$ cat config.mk
export PLATFORM = sky130hd
export DESIGN_NAME = cpu6_inst_enc
export DESIGN_NICKNAME = d
export VERILOG_FILES = /design/src/rtl/cpu6_inst_enc_pkg.sv /design/src/rtl/cpu6_inst_enc_sync_fifo.sv /design/src/rtl/cpu6_inst_enc.sv
export SDC_FILE = /design/constraint.sdc
export NUM_CORES = 1
export LEC_CHECK = 0
export ABC_AREA = 1
export CORE_MARGIN = 2
export CORE_UTILIZATION = 30
export DETAILED_ROUTE_END_ITERATION = 16
export DONT_BUFFER_PORTS = 1
export GPL_TIMING_DRIVEN = 0
export SKIP_LAST_GASP = 1
export SLEW_MARGIN = 0
export SYNTH_ARGS = -nofsm -noshare
export SYNTH_HDL_FRONTEND = slang
export SYNTH_SLANG_ARGS = --single-unit
$ cat constraint.sdc
create_clock -name clk -period 5.2 [get_ports clk]
set_input_delay 1.04 -clock clk [delete_from_list [all_inputs] [get_ports clk]]
set_output_delay 1.04 -clock clk [all_outputs]
set_load 0.01 [all_outputs]
$ cat src/rtl/cpu6_inst_enc_pkg.sv
// Shared cpu6 instruction-kind codes, RV32I opcode/funct constants and the
// symbolic-request-to-word encoder used by the imem loader.
package cpu6_inst_enc_pkg;

    localparam int INSTKIND_SIZE = 4;

    typedef enum logic [INSTKIND_SIZE-1:0] {
        KIND_LW   = 4'd0,
        KIND_SW   = 4'd1,
        KIND_ADDI = 4'd2,
        KIND_ADD  = 4'd3,
        KIND_SUB  = 4'd4,
        KIND_BEQ  = 4'd5,
        KIND_BNE  = 4'd6,
        KIND_JALR = 4'd7,
        KIND_NOP  = 4'd8
    } inst_kind_e;

    localparam logic [6:0] OP_LOAD   = 7'b0000011;
    localparam logic [6:0] OP_STORE  = 7'b0100011;
    localparam logic [6:0] OP_IMM    = 7'b0010011;
    localparam logic [6:0] OP_REG    = 7'b0110011;
    localparam logic [6:0] OP_BRANCH = 7'b1100011;
    localparam logic [6:0] OP_JALR   = 7'b1100111;

    localparam logic [2:0] F3_WORD = 3'b010;
    localparam logic [2:0] F3_ADD  = 3'b000;
    localparam logic [2:0] F3_BEQ  = 3'b000;
    localparam logic [2:0] F3_BNE  = 3'b001;
    localparam logic [2:0] F3_JALR = 3'b000;

    localparam logic [6:0] F7_ADD = 7'b0000000;
    localparam logic [6:0] F7_SUB = 7'b0100000;

    localparam logic [31:0] NOP_WORD = 32'h0000_0013;

    typedef enum logic [1:0] {
        ST_IDLE,
        ST_RUN,
        ST_DRAIN,
        ST_DONE
    } enc_state_e;

    typedef struct packed {
        logic [31:0] word;
        logic        legal;
        logic        misaligned;
    } enc_result_t;

    function automatic enc_result_t encode(
        input logic [INSTKIND_SIZE-1:0] kind,
        input logic [4:0]               rd,
        input logic [4:0]               rs1,
        input logic [4:0]               rs2,
        input logic [12:0]              imm
    );
        enc_result_t r;
        r.word       = '0;
        r.legal      = 1'b1;
        r.misaligned = 1'b0;
        case (inst_kind_e'(kind))
            KIND_LW:   r.word = {imm[11:0], rs1, F3_WORD, rd, OP_LOAD};
            KIND_SW:   r.word = {imm[11:5], rs2, rs1, F3_WORD, imm[4:0], OP_STORE};
            KIND_ADDI: r.word = {imm[11:0], rs1, F3_ADD, rd, OP_IMM};
            KIND_ADD:  r.word = {F7_ADD, rs2, rs1, F3_ADD, rd, OP_REG};
            KIND_SUB:  r.word = {F7_SUB, rs2, rs1, F3_ADD, rd, OP_REG};
            KIND_BEQ, KIND_BNE: begin
                // imm[0] has no slot in the B-type word, so an odd offset is simply dropped
                r.word = {imm[12], imm[10:5], rs2, rs1,
                          (inst_kind_e'(kind) == KIND_BNE) ? F3_BNE : F3_BEQ,
                          imm[4:1], imm[11], OP_BRANCH};
                r.misaligned = imm[0];
            end
            KIND_JALR: r.word = {imm[11:0], rs1, F3_JALR, rd, OP_JALR};
            KIND_NOP:  r.word = NOP_WORD;
            default:   r.legal = 1'b0;
        endcase
        return r;
    endfunction

endpackage

$ cat src/rtl/cpu6_inst_enc_sync_fifo.sv
// Synchronous FIFO with registered occupancy flags; head is visible while not empty.
module cpu6_sync_fifo #(
    parameter int WIDTH = 32,
    parameter int DEPTH = 4
) (
    input  logic                     clk,
    input  logic                     reset,
    input  logic                     push,
    input  logic [WIDTH-1:0]         push_data,
    input  logic                     pop,
    output logic [WIDTH-1:0]         head,
    output logic                     full,
    output logic                     empty,
    output logic [$clog2(DEPTH):0]   count
);
    localparam int AW = $clog2(DEPTH);

    logic [WIDTH-1:0] mem [DEPTH];
    logic [AW:0]      wr_ptr;
    logic [AW:0]      rd_ptr;

    assign count = wr_ptr - rd_ptr;
    assign full  = (count == (AW + 1)'(DEPTH));
    assign empty = (count == '0);
    assign head  = mem[rd_ptr[AW-1:0]];

    always_ff @(posedge clk) begin
        if (push && !full) begin
            mem[wr_ptr[AW-1:0]] <= push_data;
        end
    end

    always_ff @(posedge clk) begin
        if (reset) begin
            wr_ptr <= '0;
            rd_ptr <= '0;
        end else begin
            if (push && !full) begin
                wr_ptr <= wr_ptr + (AW + 1)'(1);
            end
            if (pop && !empty) begin
                rd_ptr <= rd_ptr + (AW + 1)'(1);
            end
        end
    end

endmodule

$ cat src/rtl/cpu6_inst_enc.sv
// RV32I instruction encoder: symbolic requests in, encoded words streamed
// into imem at consecutive word addresses starting from base_addr.
module cpu6_inst_enc
    import cpu6_inst_enc_pkg::*;
#(
    parameter int ADDR_WIDTH = 12,
    parameter int FIFO_DEPTH = 4
) (
    input  logic                     clk,
    input  logic                     reset,
    input  logic                     start,
    input  logic [ADDR_WIDTH-1:0]    base_addr,
    input  logic                     req_valid,
    output logic                     req_ready,
    input  logic [INSTKIND_SIZE-1:0] req_kind,
    input  logic [4:0]               req_rd,
    input  logic [4:0]               req_rs1,
    input  logic [4:0]               req_rs2,
    input  logic [12:0]              req_imm,
    input  logic                     req_last,
    output logic                     imem_we,
    input  logic                     imem_ready,
    output logic [ADDR_WIDTH-1:0]    imem_addr,
    output logic [31:0]              imem_wdata,
    output logic                     busy,
    output logic                     done,
    output logic                     err
);
    localparam int CNT_W = $clog2(FIFO_DEPTH) + 1;

    enc_state_e            state;
    enc_state_e            next_state;
    logic [ADDR_WIDTH-1:0] addr;
    enc_result_t           enc;
    logic                  accept;
    logic                  push;
    logic                  pop;
    logic [31:0]           fifo_head;
    logic                  fifo_full;
    logic                  fifo_empty;
    logic [CNT_W-1:0]      fifo_count;

    assign enc       = encode(req_kind, req_rd, req_rs1, req_rs2, req_imm);
    assign req_ready = (state == ST_RUN) && !fifo_full;
    assign accept    = req_valid && req_ready;
    assign push      = accept && enc.legal;
    assign imem_we   = ((state == ST_RUN) || (state == ST_DRAIN)) && !fifo_empty;
    assign pop       = imem_we && imem_ready;
    assign imem_addr = addr;
    assign imem_wdata = fifo_empty ? '0 : fifo_head;
    assign busy      = (state != ST_IDLE);
    assign done      = (state == ST_DONE);

    cpu6_sync_fifo #(
        .WIDTH (32),
        .DEPTH (FIFO_DEPTH)
    ) u_fifo (
        .clk       (clk),
        .reset     (reset),
        .push      (push),
        .push_data (enc.word),
        .pop       (pop),
        .head      (fifo_head),
        .full      (fifo_full),
        .empty     (fifo_empty),
        .count     (fifo_count)
    );

    always_comb begin
        next_state = state;
        case (state)
            ST_IDLE:  if (start) next_state = ST_RUN;
            ST_RUN:   if (accept && req_last) next_state = ST_DRAIN;
            // leave on the final pop itself so done lands right after the last write
            ST_DRAIN: if (fifo_empty || (pop && fifo_count == CNT_W'(1))) next_state = ST_DONE;
            ST_DONE:  next_state = ST_IDLE;
            default:  next_state = ST_IDLE;
        endcase
    end

    always_ff @(posedge clk) begin
        if (reset) begin
            state <= ST_IDLE;
            addr  <= '0;
            err   <= 1'b0;
        end else begin
            state <= next_state;
            if (state == ST_IDLE && start) begin
                addr <= base_addr;
                err  <= 1'b0;
            end else if (pop) begin
                addr <= addr + ADDR_WIDTH'(1);
            end
            if (accept && (!enc.legal || enc.misaligned)) begin
                err <= 1'b1;
            end
        end
    end

endmodule

==> flow_summary.json, run 1 <==
{
  "drc_errors": 0,
  "syn_avg_cell_area_sq_um": 10.07,
  "multi_input_area_sq_um": 1993,
  "utilization_pct": 35.16,
  "ioPinCount": 99,
  "routabilityCongestion": 0.8421,
  "cts_tree": "done",
  "holdCritPathClass": "reg2reg",
  "grt_max_degree": 30,
  "cpMostUsedCell": "inv_1",
  "crit_path_end": "imem_wdata[30]",
  "clock_latency_ns": 0.42,
  "clock-sinks": 139,
  "critPathCaptureType": "output port",
  "synth_top_cell_area_share_pct": 54.58,
  "antennaDiodeCount": 0,
  "nNetsFinal": 720,
  "p_int_mw": 2.191,
  "max_freq_mhz": 272.0,
  "ant_nets": 0,
  "crit_family": "buffers and inverters",
  "cap_violations": 0,
  "cts_setup_buffers": 0,
  "synthesis.area_sq_um": 6382,
  "design.core.area_sq_um": 20960,
  "sw_frac_of_total_pct": 36.04,
  "grt_pass1_wl_um": 23610,
  "powerDensity_nw_per_um2": 465.1,
  "numCtsBuffers": 17,
  "crit_buf_inv": 5,
  "wirelength_um": 15450,
  "die-area_sq_um": 22460,
  "finClkSkew_ns": 0.01189,
  "pwr-share-seq_pct": 40.5,
  "synth-seq-cells": 139,
  "initial_utilization_pct": 30.46,
  "period_needed_ns": 3.676,
  "r2r-end": "u_fifo.mem[2][11]$_DFFE_PP_",
  "post_cts_resized": 0,
  "hold_viol": 0,
  "hold_buffers": 0,
  "path_max_fanout": 10,
  "area_growth_syn_to_layout_pct": 15.43,
  "hold_depth": 2,
  "dp.final_hpwl_um": 10590,
  "port_buffers": 0,
  "fp.dieW_um": 149.9,
  "setup-tns-final_ns": 0,
  "drtIter0Drc": 377,
  "avgRoutedWirePerCell_um": 16.35,
  "synthFlopType": "edfxtp_1",
  "htreeDepth": 4,
  "overflow": 0,
  "cpMaxStageDelayCell": "fa_1",
  "yosys.area.top_type": "edfxtp_1",
  "row_count": 53,
  "power_mw": 3.426,
  "grt_pass1_vias": 4332,
  "cp.arrival_ns": 2.64,
  "num-fill-cells": 2167,
  "regArea_sq_um": 3944,
  "rsz0062_at_grt": "false",
  "vias": 4495,
  "setup_ws_ns": 1.524,
  "fin_crit_sh_pct": 70.69,
  "yosysMostFrequentCell": "nor2_1",
  "power_frac_comb_pct": 27.8,
  "ff2ff_setup_slack_ns": 2.12,
  "firstDrtPassIters": 4,
  "final_layout_size_suffix_gt1_share_pct": 10.15,
  "rr_startpoint": "u_fifo.wr_ptr[0]$_SDFFE_PP0P_",
  "die_y_um": 149.9,
  "cpPeakStageDelay_ns": 0.45,
  "synth_top_cells_by_area": "edfxtp_1 55%, dfxtp_1 7.2%, nor2_1 7.1%, nand2_1 4.9%, inv_1 4.7%",
  "vias_per_cell": 4.757,
  "clockPowerShare_pct": 31.7,
  "grt.total_usage_pct": 14.17,
  "synth_cells": 634,
  "setup_viol": 0,
  "yosysUniqueCellTypes": 37,
  "worstSetupPathDepth": 10,
  "status": "completed",
  "cts_root_buffer": "clkbuf_16",
  "peakVddDrop_mv": 0.2735,
  "clk_pin_slew_worst_paths_ns": 0.06,
  "critPathLaunchType": "register",
  "ys.warnings.count": 0,
  "startpoint": "u_fifo.wr_ptr[0]$_SDFFE_PP0P_",
  "place_ws_ns": 1.942,
  "synth_edf_count": 116,
  "crit_chain": "inv_1 > ha_1 > fa_1 > nand2_1 > inv_1 > nand3_4 > buf_2 > buf_2 > nand2_1 > inv_1",
  "ys_top_cells_by_count": "121 x nor2_1, 116 x edfxtp_1, 83 x nand2_1, 80 x inv_1, 43 x o21ai_0",
  "antenna_found_initial": 0,
  "crit_type": "reg2out",
  "yosysSeqAreaShare_pct": 61.79,
  "worst_slew_pin_slew_ns": 0.9058,
  "p_switching_mw": 1.235,
  "maxSlewViolCount": 0,
  "r2r_cells": 12,
  "slew_headroom_pct": 39.47,
  "synthArstFlopShare_pct": 0,
  "clockBufferDepth": 2,
  "critPathRequiredTime_ns": 4.16,
  "power_leakage_nw": 2.873
}
-- registers in the layout, indices dropped and copies added, names as in the netlist, named ones only --
signal	cells
u_fifo.wr_ptr	3
imem_addr	12
err	1
state	2
u_fifo.rd_ptr	3
u_fifo.mem	116
-- through the flow --
step,area [sq um],instances,hold slack (ns)
6_report,7367,945,0.5498
2_1_floorplan,6386,635,0.4900
3_5_place_dp,6825,913,0.5402
3_3_place_gp,6730,910,0.5283
5_1_grt,7367,945,0.5669
4_1_cts,7367,945,0.5516
-- power groups by stage --
stage,clock network (mW),registers (mW),logic [mW]
after floorplan,0,1.39,0.705
after global placement,0,1.41,0.946
after detailed placement,0,1.41,0.966
after CTS,1.11,1.39,0.970
after global routing,1.16,1.40,1.08
final,1.09,1.39,0.953
-- layout by cell type, fill, tap and decap left out, types with 3 or more instances in the layout --
cell | netlist | final
buf_2 | 9 | 9
inv_1 | 80 | 80
nand2_2 | 3 | 3
o21ai_0 | 43 | 43
xor2_1 | 3 | 3
clkinv_4 | 0 | 3
o32ai_1 | 29 | 29
inv_2 | 5 | 5
a21oi_1 | 14 | 14
clkinvlp_4 | 0 | 4
edfxtp_1 | 116 | 116
nand3_4 | 3 | 3
nor3_1 | 6 | 6
buf_1 | 4 | 4
nand3_1 | 19 | 19
clkbuf_16 | 0 | 17
nand4_1 | 3 | 3
buf_4 | 5 | 5
nor2_4 | 0 | 4
o21ai_1 | 11 | 11
nor2_1 | 121 | 118
clkbuf_1 | 12 | 12
inv_6 | 0 | 4
dfxtp_1 | 23 | 23
nand2_1 | 83 | 83
a31oi_1 | 7 | 7
ha_1 | 12 | 12
o22ai_1 | 5 | 5
-- worst min-delay path by stage --
stage,startpoint,to,slack [ns]
CTS,err$_SDFFE_PP0P_,err$_SDFFE_PP0P_,0.55
floorplan,err$_SDFFE_PP0P_,err$_SDFFE_PP0P_,0.49
finish,err$_SDFFE_PP0P_,err$_SDFFE_PP0P_,0.55
global placement,err$_SDFFE_PP0P_,err$_SDFFE_PP0P_,0.53
global route,err$_SDFFE_PP0P_,err$_SDFFE_PP0P_,0.57
detailed placement,err$_SDFFE_PP0P_,err$_SDFFE_PP0P_,0.54
-- area by class of cell --
class / instances / share of cell area, %
flip-flops and latches: 139 / 53.53
well taps: 275 / 4.671
plain buffers: 31 / 2.089
multi-input cells: 379 / 27.05
clock buffers: 17 / 5.774
clock inverters: 15 / 1.579
inverters: 86 / 4.382
repair buffers: 3 / 0.9171
-- tightest hold or removal path, cell delays in order (launching register included) --
cell	delay (ns)
dfxtp_1	0.36
nand2_1	0.08
a21oi_1	0.06
-- cell families after synthesis --
| group | synth area share [%] |
|---|---|
| simple gates | 16.13 |
| flops | 61.79 |
| fa+ha+maj | 2.666 |
| buf+inv | 7.469 |
| xor+xnor | 0.4118 |
| compound gates | 11.47 |
| other cells | 0.05876 |
-- per-layer routing --
layer  vias to the layer above  GRT usage, %  share of wire (%)  wire length [um]
met5                         -             0                  0                 0
met4                         0         5.283                1.4               223
met3                        17         4.878                8.9              1376
met2                       166         22.37                 47              7209
met1                      2095         17.98                 43              6638
li1                       2217             -                  -                 -
Power figures use the tool's default switching activity.
==> inputs of run 2 (changes only) <==
- clock period: 5.2 -> 3.3 ns (I/O delays scaled with it)
==> run 2 against run 1 <==
Against the previous run:
- setup slack got worse by 1.3 ns
- hold slack lost 0.15 ns
- clock skew is 0.0023 ns lower
- combinational power up 61%
- critical endpoint unchanged
==> flow_summary.json, run 2 (synthesized netlist as in run 1, its figures left out) <==
{
  "grt_pass1_vias": 4332,
  "grt-busiest-layer": "met2",
  "r2r_cells": 12,
  "holdCritPathClass": "in2reg",
  "power_leakage_nw": 2.876,
  "vias": 4498,
  "use_met3_pct": 4.878,
  "cts_root_buffer": "clkbuf_16",
  "critPathRequiredTime_ns": 2.64,
  "cp.arrival_ns": 2.43,
  "clk_pin_slew_worst_paths_ns": 0.06,
  "crit_type": "reg2out",
  "cts_setup_buffers": 0,
  "instances_no_fill": 946,
  "path_max_fanout": 10,
  "clockBufferDepth": 2,
  "htreeDepth": 4,
  "grtUsageMet2_pct": 22.37,
  "fin_crit_sh_pct": 93.67,
  "powerDensity_nw_per_um2": 735.9,
  "wirelength_um": 15540,
  "critPathLaunchType": "register",
  "grt_pass1_wl_um": 23610,
  "setup-tns-final_ns": 0,
  "fp.dieW_um": 149.9,
  "dp.final_hpwl_um": 10590,
  "antenna_found_initial": 0,
  "max_freq_mhz": 323.5,
  "die_y_um": 149.9,
  "clock-sinks": 139,
  "nNetsFinal": 721,
  "period_needed_ns": 3.091,
  "avgRoutedWirePerCell_um": 16.42,
  "slew_headroom_pct": 40.86,
  "overflow": 0,
  "grtUsageMet1_pct": 17.98,
  "drc_errors": 0,
  "ant_nets": 0,
  "cap_violations": 0,
  "row_count": 53,
  "port_buffers": 0,
  "grt_max_degree": 30,
  "ioPinCount": 99,
  "grt.total_usage_pct": 14.17,
  "largest_register_ff_count": 116,
  "p_int_mw": 3.478,
  "initial_utilization_pct": 30.46,
  "power_mw": 5.433,
  "final_layout_size_suffix_gt1_share_pct": 10.58,
  "placedCellCount": 913,
  "design.core.area_sq_um": 20960,
  "place_ws_ns": 0.2044,
  "hold_viol": 0,
  "maxSlewViolCount": 0,
  "area_growth_syn_to_layout_pct": 15.68,
  "critPathCaptureType": "output port",
  "clockPowerShare_pct": 31.6,
  "firstDrtPassIters": 5,
  "rsz0062_at_grt": "false",
  "routabilityCongestion": 0.8421,
  "sw_frac_of_total_pct": 35.98,
  "hold_depth": 2,
  "final_cell_mix": "118 x nor2_1, 116 x edfxtp_1, 83 x nand2_1",
  "power_frac_comb_pct": 28.2,
  "die-area_sq_um": 22460,
  "setup_viol": 0,
  "p_switching_mw": 1.955,
  "mostFrequentLayoutCell": "nor2_1",
  "peakVddDrop_mv": 0.4352,
  "ff2ff_setup_slack_ns": 0.22,
  "utilization_pct": 35.23,
  "pwr-share-seq_pct": 40.2,
  "drtIter0Drc": 325,
  "status": "completed",
  "clock_latency_ns": 0.42,
  "vias_per_cell": 4.755,
  "antennaDiodeCount": 0,
  "setup_ws_ns": 0.2090,
  "worst_slew_pin_slew_ns": 0.8779,
  "cts_tree": "done",
  "numCtsBuffers": 17,
  "finClkSkew_ns": 0.009617
}
[run 2: changes by cell type in the layout (fill, tap and decap cells not counted)]
cell      delta
buf_2        -2
buf_4        +1
buf_6        +1
clkbuf_1     -1
clkbuf_2     +1
inv_1        -1
inv_2        +1
nor2_2       +1
[run 2: worst paths after layout]
| path | from | to |
|---|---|---|
| worst max-delay path | u_fifo.wr_ptr[0]$_SDFFE_PP0P_ | imem_wdata[30] |
| worst min-delay path | req_valid | err$_SDFFE_PP0P_ |
| worst max register to register | u_fifo.wr_ptr[0]$_SDFFE_PP0P_ | u_fifo.mem[2][22]$_DFFE_PP_ |
| worst min register to register | err$_SDFFE_PP0P_ | err$_SDFFE_PP0P_ |
[run 2: final cells by class]
class	count	area, sq um
Clock buffer	17	425.4
Clock inverter	15	116.4
Sequential cell	139	3944
Buffer	31	163.9
Inverter	86	322.8
Timing Repair Buffer	3	67.56
Tap cell	275	344.1
Multi-Input combinational cell	380	1999
Fill cell	2162	13570
[run 2: critical path, stage by stage, from the launching register on]
cell and delay (ns):
dfxtp_1 0.40, inv_1 0.11, ha_1 0.21, fa_1 0.50, nand2_1 0.05, inv_1 0.10, nand3_4 0.12, buf_4 0.20
buf_6 0.16, nand2_1 0.09, inv_1 0.07
[run 2: timing repair]
item                       4_1_cts  5_1_grt
cloned                           0        1
pin swaps                        0        1
setup endpoints to repair       16       37
hold buffers                     0        0
gates resized for setup          2        4
[run 2: power by group through the flow]
stage | Combinational, mW | Sequential [mW] | Clock (mW)
5_1_grt | 1.73 | 2.21 | 1.83
3_5_place_dp | 1.52 | 2.22 | 0
2_1_floorplan | 1.11 | 2.19 | 0
3_3_place_gp | 1.49 | 2.23 | 0
4_1_cts | 1.54 | 2.19 | 1.75
6_report | 1.53 | 2.19 | 1.71
[run 2: routing by layer]
layer  vias to the layer above  part of all wire (%)  routed length (um)
li1                       2218                     -                   -
met1                      2103                    43                6618
met2                       156                    47                7249
met3                        21                   9.1                1413
met4                         0                   1.7                 257
met5                         -                     0                   0
[run 2: per-stage QoR]
step	hold slack (ns)	area, sq um
after floorplan	0.4900	6386
after global placement	0.5283	6730
after detailed placement	0.5402	6825
after CTS	0.3863	7371
after global routing	0.3961	7383
final	0.4036	7383
==> inputs of run 3 (changes only) <==
- CORE_UTILIZATION: 30 -> 39
==> run 3 against run 2 <==
Against the previous run:
- flip-flop and latch count unchanged
- first-iteration DRC count is 13% higher
- clock power rose by 12%
- count of clock-buffer cells in the layout increased by 1
- hold slack better by 0.0043 ns
- routed wire length up 2.1%
- global-route usage up 4.2 points
- clock skew increased by 0.0055 ns
- via count is 3.8% higher
- fmax shrank 1.4%
- critical endpoint is now imem_wdata[21]
==> flow_summary.json, run 3 (synthesized netlist as in run 1, its figures left out) <==
{
  "antennaDiodeCount": 0,
  "maxSlewViolCount": 0,
  "initial_utilization_pct": 40.03,
  "area_growth_syn_to_layout_pct": 15.80,
  "vias_per_cell": 5.272,
  "rsz0062_at_grt": "false",
  "hold_viol": 0,
  "port_buffers": 0,
  "routabilityCongestion": 0.8561,
  "max_freq_mhz": 319.0,
  "crit_type": "reg2out",
  "nNetsFinal": 721,
  "status": "completed",
  "wirelength_um": 15860,
  "mostFrequentLayoutCell": "nor2_1",
  "cts_setup_buffers": 0,
  "peakVddDrop_mv": 0.4208,
  "instances_no_fill": 886,
  "critPathCaptureType": "output port",
  "setup-tns-final_ns": 0,
  "fp.dieW_um": 131.9,
  "crit_chain": "inv_1 > ha_1 > fa_1 > nand2_1 > inv_1 > nand3_4 > clkbuf_4 > buf_4 > nand2_1 > inv_1",
  "grt_pass1_vias": 4617,
  "crit_buf_inv": 5,
  "die-area_sq_um": 17400,
  "critPathRequiredTime_ns": 2.64,
  "die_y_um": 131.9,
  "largest_register_ff_count": 116,
  "crit_family": "adder cells",
  "powerDensity_nw_per_um2": 759.7,
  "final_layout_size_suffix_gt1_share_pct": 10.30,
  "worst_slew_pin_slew_ns": 0.7099,
  "ff2ff_setup_slack_ns": 0.37,
  "fin_crit_sh_pct": 94.99,
  "row_count": 46,
  "cpMostUsedCell": "inv_1",
  "firstDrtPassIters": 5,
  "clock-sinks": 139,
  "clk_pin_slew_worst_paths_ns": 0.06,
  "antenna_found_initial": 0,
  "grt.total_usage_pct": 18.32,
  "avgRoutedWirePerCell_um": 17.91,
  "grt_pass1_wl_um": 24510,
  "power_leakage_nw": 2.912,
  "slew_headroom_pct": 52.17,
  "clockBufferDepth": 2,
  "cpPeakStageDelay_ns": 0.52,
  "dp.final_hpwl_um": 10710,
  "cts_tree": "done",
  "overflow": 0,
  "power_mw": 5.615,
  "ioPinCount": 99,
  "cts_root_buffer": "clkbuf_16",
  "design.core.area_sq_um": 15940,
  "numCtsBuffers": 17,
  "cpMaxStageDelayCell": "fa_1",
  "clock_latency_ns": 0.42,
  "drtIter0Drc": 368,
  "num-fill-cells": 1512,
  "htreeDepth": 4,
  "finClkSkew_ns": 0.01508,
  "grt_max_degree": 23,
  "holdCritPathClass": "in2reg",
  "vias": 4671,
  "period_needed_ns": 3.135,
  "cp.arrival_ns": 2.47,
  "placedCellCount": 855,
  "ant_nets": 0,
  "path_max_fanout": 10,
  "cap_violations": 0,
  "setup_viol": 0,
  "critPathLaunchType": "register",
  "final_cell_mix": "118 x nor2_1, 116 x edfxtp_1, 83 x nand2_1",
  "drc_errors": 0
}
## run 3: cell count changes in the layout (fill, tap and decap cells not counted), sizes merged
cell | previous run | this run
bufinv | 0 | 3
inv | 90 | 87
clkbuf | 29 | 31
clkinv | 7 | 5
nor2 | 123 | 122
## run 3: cell type report
class                           count  area (sq um)  area share [%]
Clock buffer                       18         429.2           5.807
Tap cell                          216         270.3           3.657
Clock inverter                     13         167.7           2.268
Multi-Input combinational cell    379          1993           26.97
Timing Repair Buffer                4         102.6           1.388
Sequential cell                   139          3945           53.38
Inverter                           86         322.8           4.368
Buffer                             31         160.2           2.167
## run 3: metal layers
layer	vias to the layer above	part of all wire, %	track usage [%]
met5	-	0	0
li1	2215	-	-
met1	2240	42	22.62
met2	202	48	30.47
met4	0	1.6	6.763
met3	14	8.6	5.459
## run 3: metrics by stage
step / area (sq um) / util (%) / hold WS, ns / setup slack (ns)
after floorplan: 6386 / - / 0.4900 / -0.02506
after global placement: 6656 / 41.75 / 0.5230 / -1.231
after detailed placement: 6787 / 42.57 / 0.5240 / 0.3253
after CTS: 7386 / 46.33 / 0.3911 / 0.03777
after global routing: 7391 / 46.36 / 0.4116 / 0.03629
final: 7391 / 46.36 / 0.4079 / 0.1653
## run 3: final timing paths
path                                  from  cells after the start                     endpoint
max          u_fifo.wr_ptr[0]$_SDFFE_PP0P_                     10               imem_wdata[21]
min                           base_addr[4]                      2    imem_addr[4]$_SDFFE_PP0P_
max reg2reg  u_fifo.wr_ptr[0]$_SDFFE_PP0P_                     13  u_fifo.mem[3][13]$_DFFE_PP_
min reg2reg               err$_SDFFE_PP0P_                      2             err$_SDFFE_PP0P_
## run 3: worst reg2reg max path, stage by stage, from the launching register on
cell and delay (ns):
dfxtp_2 0.36, inv_1 0.09, ha_1 0.20, fa_1 0.42
inv_1 0.11, nand2_1 0.07, nand2_1 0.09, nand2_1 0.07
nand3_1 0.11, nand2_1 0.08, inv_2 0.12, nand3_4 0.18
nor2_4 0.48, buf_16 0.24
## run 3: where the power goes
group | leakage (nW) | total (mW) | switching (mW) | internal, mW
logic | 1.38 | 1.51 | 1.06 | 0.457
clock network | 0.277 | 1.91 | 0.726 | 1.19
registers | 1.25 | 2.19 | 0.144 | 2.04
## run 3: what timing repair did
item	CTS	global route
hold buffers	0	0
setup endpoints to repair	7	21
resized for setup	1	4
